[src/rtl/chi_package.sv]
// CHI request-flit layout, opcode constants and link state type.
// Field offsets are the single source for every REQ-flit decoder.
package chi_package;

  localparam int OPCODE_LSB = 0;
  localparam int OPCODE_W   = 7;
  localparam int SRCID_LSB  = 7;
  localparam int SRCID_W    = 7;
  localparam int TXNID_LSB  = 14;
  localparam int TXNID_W    = 8;
  localparam int ADDR_LSB   = 22;

  localparam logic [6:0] REQ_READ_SHARED     = 7'h01;
  localparam logic [6:0] REQ_READ_CLEAN      = 7'h02;
  localparam logic [6:0] REQ_READ_UNIQUE     = 7'h07;
  localparam logic [6:0] REQ_WRITE_BACK_FULL = 7'h1B;

  localparam logic [6:0] NODE_RN1 = 7'b000_0001;
  localparam logic [6:0] NODE_RN2 = 7'b000_0010;
  localparam logic [6:0] NODE_RN3 = 7'b000_0100;
  localparam logic [6:0] NODE_RN4 = 7'b000_1000;

  typedef struct packed {
    logic [41:0] addr;
    logic [7:0]  txnid;
    logic [6:0]  srcid;
    logic [6:0]  opcode;
  } req_flit_t;

  typedef enum logic [1:0] {
    LNK_INIT   = 2'd0,
    LNK_CREDIT = 2'd1,
    LNK_RUN    = 2'd2
  } link_state_e;

endpackage

[src/rtl/llc_config_pkg.sv]
// LLC / Home Node build-time configuration defaults.
// Shared by the HN request-path blocks.
package llc_config_pkg;

  localparam int RXREQ_DEPTH = 4;

endpackage

[src/rtl/hn_sync_fifo.sv]
// Generic DEPTH x W register FIFO; head is read from registers.
// Push while full is accepted only together with a pop.
module hn_sync_fifo #(
  parameter int DEPTH = 4,
  parameter int W     = 64,
  parameter int CNT_W = $clog2(DEPTH) + 1
) (
  input  logic             clk,
  input  logic             rstn,
  input  logic             push,
  input  logic             pop,
  input  logic [W-1:0]     din,
  output logic [W-1:0]     dout,
  output logic             full,
  output logic             empty,
  output logic [CNT_W-1:0] count
);

  localparam int PW = $clog2(DEPTH);

  logic [W-1:0]  mem [DEPTH];
  logic [PW-1:0] wr_ptr;
  logic [PW-1:0] rd_ptr;
  logic          rd;
  logic          wr;

  assign empty = (count == '0);
  assign full  = (count == CNT_W'(DEPTH));
  assign rd    = pop && !empty;
  assign wr    = push && (!full || rd);
  assign dout  = mem[rd_ptr];

  always_ff @(posedge clk or negedge rstn) begin
    if (!rstn) begin
      wr_ptr <= '0;
      rd_ptr <= '0;
      count  <= '0;
    end else begin
      if (wr) wr_ptr <= wr_ptr + PW'(1);
      if (rd) rd_ptr <= rd_ptr + PW'(1);
      count <= count + CNT_W'(wr) - CNT_W'(rd);
    end
  end

  always_ff @(posedge clk) begin
    if (wr) mem[wr_ptr] <= din;
  end

endmodule

[src/rtl/hn_rxreq_link.sv]
// CHI RX REQ link receiver: L-credit flow control into a FIFO.
// Optional protocol checker: HN_RXREQ_PROTO_CHECK_EN.
module hn_rxreq_link
  import chi_package::*;
#(
  parameter int DEPTH  = llc_config_pkg::RXREQ_DEPTH,
  parameter int FLIT_W = 64,
  parameter int CNT_W  = $clog2(DEPTH) + 1
) (
  input  logic                 clk,
  input  logic                 rstn,
  input  logic                 rx_flitpend,
  input  logic                 rx_flitv,
  input  logic [FLIT_W-1:0]    rx_flit,
  output logic                 rx_lcrdv,
  output logic                 req_valid,
  input  logic                 req_ready,
  output logic [6:0]           req_opcode,
  output logic [6:0]           req_srcid,
  output logic [7:0]           req_txnid,
  output logic [FLIT_W-23:0]   req_addr,
  output logic                 link_up,
  output logic [CNT_W-1:0]     fifo_count
`ifdef HN_RXREQ_PROTO_CHECK_EN
  ,
  output logic                 proto_err,
  output logic [7:0]           err_cnt
`endif
);

  link_state_e       state;
  link_state_e       state_nxt;
  logic [CNT_W-1:0]  ret_cnt;
  logic [CNT_W-1:0]  ret_nxt;
  logic [CNT_W-1:0]  gnt_cnt;
  logic              push;
  logic              pop;
  logic              full;
  logic              empty;
  logic [FLIT_W-1:0] head;
  logic [FLIT_W-1:0] hd;
  logic              flitpend_d1;
  logic              unused_pend;

  assign push      = rx_flitv && (gnt_cnt != '0);
  assign req_valid = !empty;
  assign pop       = req_valid && req_ready;

  hn_sync_fifo #(
    .DEPTH (DEPTH),
    .W     (FLIT_W),
    .CNT_W (CNT_W)
  ) u_fifo (
    .clk   (clk),
    .rstn  (rstn),
    .push  (push),
    .pop   (pop),
    .din   (rx_flit),
    .dout  (head),
    .full  (full),
    .empty (empty),
    .count (fifo_count)
  );

  always_ff @(posedge clk or negedge rstn) begin
    if (!rstn) state <= LNK_INIT;
    else       state <= state_nxt;
  end

  always_comb begin
    ret_nxt = ret_cnt;
    if (state == LNK_INIT)
      ret_nxt = CNT_W'(DEPTH);
    else if (pop && !rx_lcrdv && ret_cnt != CNT_W'(DEPTH))
      ret_nxt = ret_cnt + CNT_W'(1);
    else if (!pop && rx_lcrdv)
      ret_nxt = ret_cnt - CNT_W'(1);
  end

  always_comb begin
    state_nxt = state;
    unique case (state)
      LNK_INIT:   state_nxt = LNK_CREDIT;
      LNK_CREDIT: if (ret_nxt == '0) state_nxt = LNK_RUN;
      LNK_RUN:    state_nxt = LNK_RUN;
      default:    state_nxt = LNK_INIT;
    endcase
  end

  always_comb begin
    rx_lcrdv = (state != LNK_INIT) && (ret_cnt != '0);
    link_up  = (state == LNK_RUN);
  end

  always_ff @(posedge clk or negedge rstn) begin
    if (!rstn) begin
      ret_cnt     <= '0;
      gnt_cnt     <= '0;
      flitpend_d1 <= 1'b0;
    end else begin
      ret_cnt     <= ret_nxt;
      gnt_cnt     <= gnt_cnt + CNT_W'(rx_lcrdv) - CNT_W'(push);
      flitpend_d1 <= rx_flitpend;
    end
  end

  assign unused_pend = flitpend_d1 ^ full;

  // Data fields read as zero whenever there is no head entry.
  assign hd         = head & {FLIT_W{req_valid}};
  assign req_opcode = hd[OPCODE_LSB +: OPCODE_W];
  assign req_srcid  = hd[SRCID_LSB +: SRCID_W];
  assign req_txnid  = hd[TXNID_LSB +: TXNID_W];
  assign req_addr   = hd[FLIT_W-1:ADDR_LSB];

`ifdef HN_RXREQ_PROTO_CHECK_EN
  logic viol;
  assign viol = rx_flitv && (gnt_cnt == '0 || !link_up);

  always_ff @(posedge clk or negedge rstn) begin
    if (!rstn) begin
      proto_err <= 1'b0;
      err_cnt   <= '0;
    end else if (viol) begin
      proto_err <= 1'b1;
      if (err_cnt != 8'hFF) err_cnt <= err_cnt + 8'd1;
    end
  end
`endif

endmodule

[config.mk]
export PLATFORM = sky130hd
export DESIGN_NAME = hn_rxreq_link
export DESIGN_NICKNAME = d
export VERILOG_FILES = /design/src/rtl/chi_package.sv /design/src/rtl/llc_config_pkg.sv /design/src/rtl/hn_sync_fifo.sv /design/src/rtl/hn_rxreq_link.sv
export SDC_FILE = /design/constraint.sdc
export NUM_CORES = 1
export LEC_CHECK = 0
export BUFFER_PORTS_ARGS = -buffer_cell sky130_fd_sc_hd__clkbuf_2
export CAP_MARGIN = 40
export CORE_UTILIZATION = 30
export DETAILED_ROUTE_END_ITERATION = 10
export PLACE_DENSITY = 0.55
export SLEW_MARGIN = 30
export SYNTH_ARGS = -nofsm -noshare
export SYNTH_HDL_FRONTEND = slang
export SYNTH_SLANG_ARGS = --single-unit
[constraint.sdc]
create_clock -name clk -period 2.95 [get_ports clk]
set_input_delay 0.7375 -clock clk [delete_from_list [all_inputs] [get_ports clk]]
set_output_delay 0.7375 -clock clk [all_outputs]
set_load 0.05 [all_outputs]
==> results_dict.tcl <==
set metrics [dict create \
    status "finished, violations left" \
    violations "negative setup slack" \
    path_cells "buf_12 > buf_12 > buf_16 > mux4_2 > and2_4 > clkbuf_16" \
    antenna_found_initial 0 \
    hold_viol_final 0 \
    finalSetupViolCount 7 \
    drc 0 \
    synth_cell_types 37 \
    avgRoutedWirePerCell_um 19.28 \
    rsz0062_at_grt "yes" \
    io_pins 139 \
    post-dp-hpwl_um 12810 \
    core_region_area_um2 34710 \
    start_util 0.3064 \
    fp.dieW_um 190.3 \
    crit_type "reg -> out" \
    drv_cap 0 \
    synth-seq-area-share 0.7581 \
    fin_nets 757 \
    clkTransAtPathRegs_ps 60 \
    die_h_um 190.3 \
    overflow 0 \
    gp_congestion 0.6833 \
    layout.cells.non_filler 1151 \
    layout_commonest_cell "edfxtp_1" \
    routed_wl_um 22190 \
    slowest_stage "dfrtp_4" \
    grt_max_degree 66 \
    cts_tree "built" \
    synth_edf_count 256 \
    ys_async_sr_fraction 0.05535 \
    max_stage_delay_ps 500 \
    vias_per_cell 4.550 \
    layout_min_cycle_time_ps 2976 \
    rows 68 \
    cts_sinks 271 \
    critPathLaunchType "flop" \
    drt_iter0_drc 247 \
    fp.dieArea_um2 36210 \
    holdBufCountCts 0 \
    worstPathMaxFanout 6 \
    antenna_cells 0 \
    synth_area_um2 10640 \
    clock_latency_ps 560 \
    tightest_slew_ps 494.7 \
    slew_headroom 0.6702 \
    mostFrequentLayoutCells "edfxtp_1, clkbuf_2, mux4_2" \
    arrival_ps 2240 \
    grt_use_total 0.1239 \
    synth_ff_type "edfxtp_1" \
    clock-root-buffer "clkbuf_16" \
    hold_path.class "in -> async" \
    syn_to_final_growth_pct 30.87 \
    vias 5237 \
    syn-num-nets 584 \
    critPathCaptureType "output port" \
    h-tree-depth 1 \
    period_share 1.009 \
    ys_ff_latch 271 \
    cts.path.max_buffers 3 \
    grt_pass1_wl_um 34060 \
    synth_warnings 0 \
    synth_largest_area_cell "edfxtp_1" \
    worstPathRequired_ps 2210 \
    drive_above_1_share 0.4583 \
    firstDrtPassIters 4 \
    syn_area_per_cell_um2 21.31 \
    port_buffers 137 \
    skew_ps 22.63 \
    syn_inst 499 \
    maxSlewViolCount 0 \
    numCtsBuffers 30 \
    ant_nets 0 \
    synth.top_cell.area_share 0.7228 \
    worst_slack_ps -26.46 \
    grt_pass1_vias 5872 \
    max_clock_freq_mhz 336.0 \
    dp.cells 1084 \
    path_common_cell "buf_12" \
    synth.area.top_cells "edfxtp_1, mux4_2, and2_1" \
]
[layout make-up]
type                    instances  area (um^2)
clock buffers                  45        837.1
inverters                      14        55.05
multi-input cells             192         2525
repair buffers                163         1764
flip-flops and latches        271         8071
clock inverters                11        96.34
fillers                      3115        20790
well taps                     455        569.3
[cells by family after synthesis]
logic type,count (synthesis),synth area share
flip-flops,271,0.7581
AND/OR/NAND/NOR,89,0.05200
multiplexers,66,0.1376
buffers and inverters,36,0.01447
adder cells (fa/ha/maj),16,0.02024
AO/OA/AOI/OAI,11,0.009295
XOR/XNOR,10,0.008235
[routing by layer]
metal	share of wire	wire (um)	vias to the layer above	track usage
met5	0	0	-	0
met4	0.021	474	0	0.02985
met3	0.055	1217	28	0.03073
met2	0.52	11530	125	0.2213
met1	0.40	8975	2738	0.1493
li1	-	-	2346	-
[path summary, 6_finish.rpt]
kind | startpoint | endpoint | slack, ps | cells past startpoint
worst min register to register | state[1] | state[1] | 520 | 1
worst max register to register | u_fifo.count[2] | u_fifo.count[2] | 620 | 8
max in group asynchronous | rstn | u_fifo.rd_ptr[0] | 2500 | 1
worst max-delay path | u_fifo.rd_ptr[0] | req_addr[4] | -30 | 6
worst min-delay path | rstn | gnt_cnt[0] | 110 | 1
min in group clk | rx_flit[5] | u_fifo.mem[3][5] | 400 | 1
[registers in the layout, summed over array words and instances (netlist names)]
name           cells
u_fifo.wr_ptr      2
u_fifo.mem       256
state              2
u_fifo.rd_ptr      2
gnt_cnt            3
ret_cnt            3
u_fifo.count       3
[synth_stat cells (2+ instances only)]
cell and number:
nor2_1 4, o21ai_0 2, mux4_2 64, buf_2 7, nand2_1 6, edfxtp_1 256
inv_1 13, mux2_1 2, buf_4 2, xnor2_1 10, buf_1 2, and2_1 68
ha_1 14, fa_1 2, dfrtp_1 15, clkbuf_1 11
[metrics by stage]
stage	setup slack, ps	TNS, ps	utilization	hold slack, ps	area [um^2]
6_report	-26.46	-97.05	0.4010	111.3	13920
5_1_grt	-97.74	-2623	0.4010	107.6	13920
4_1_cts	-85.07	-1884	0.4004	87.14	13900
3_5_place_dp	340.2	0	0.3467	511.5	12030
3_3_place_gp	342.9	0	0.3467	506.8	12030
2_1_floorplan	175.7	0	-	441.9	10640
[critical path, delay by kind of cell (launching register included)]
| family | cells | cell delay, ps |
|---|---|---|
| AND/OR/NAND/NOR | 1 | 180 |
| flip-flops | 1 | 500 |
| multiplexers | 1 | 420 |
| buffers and inverters | 4 | 580 |
[timing repair]
item                                    4_1_cts  5_1_grt
setup buffers                                 6        1
endpoints found under the setup margin       64       65
cloned                                        5        0
resized for setup                           175       28
Power is left out: the tool's default activity adds up to more than one toggle a clock period on the data nets, which glitch-free logic cannot reach.
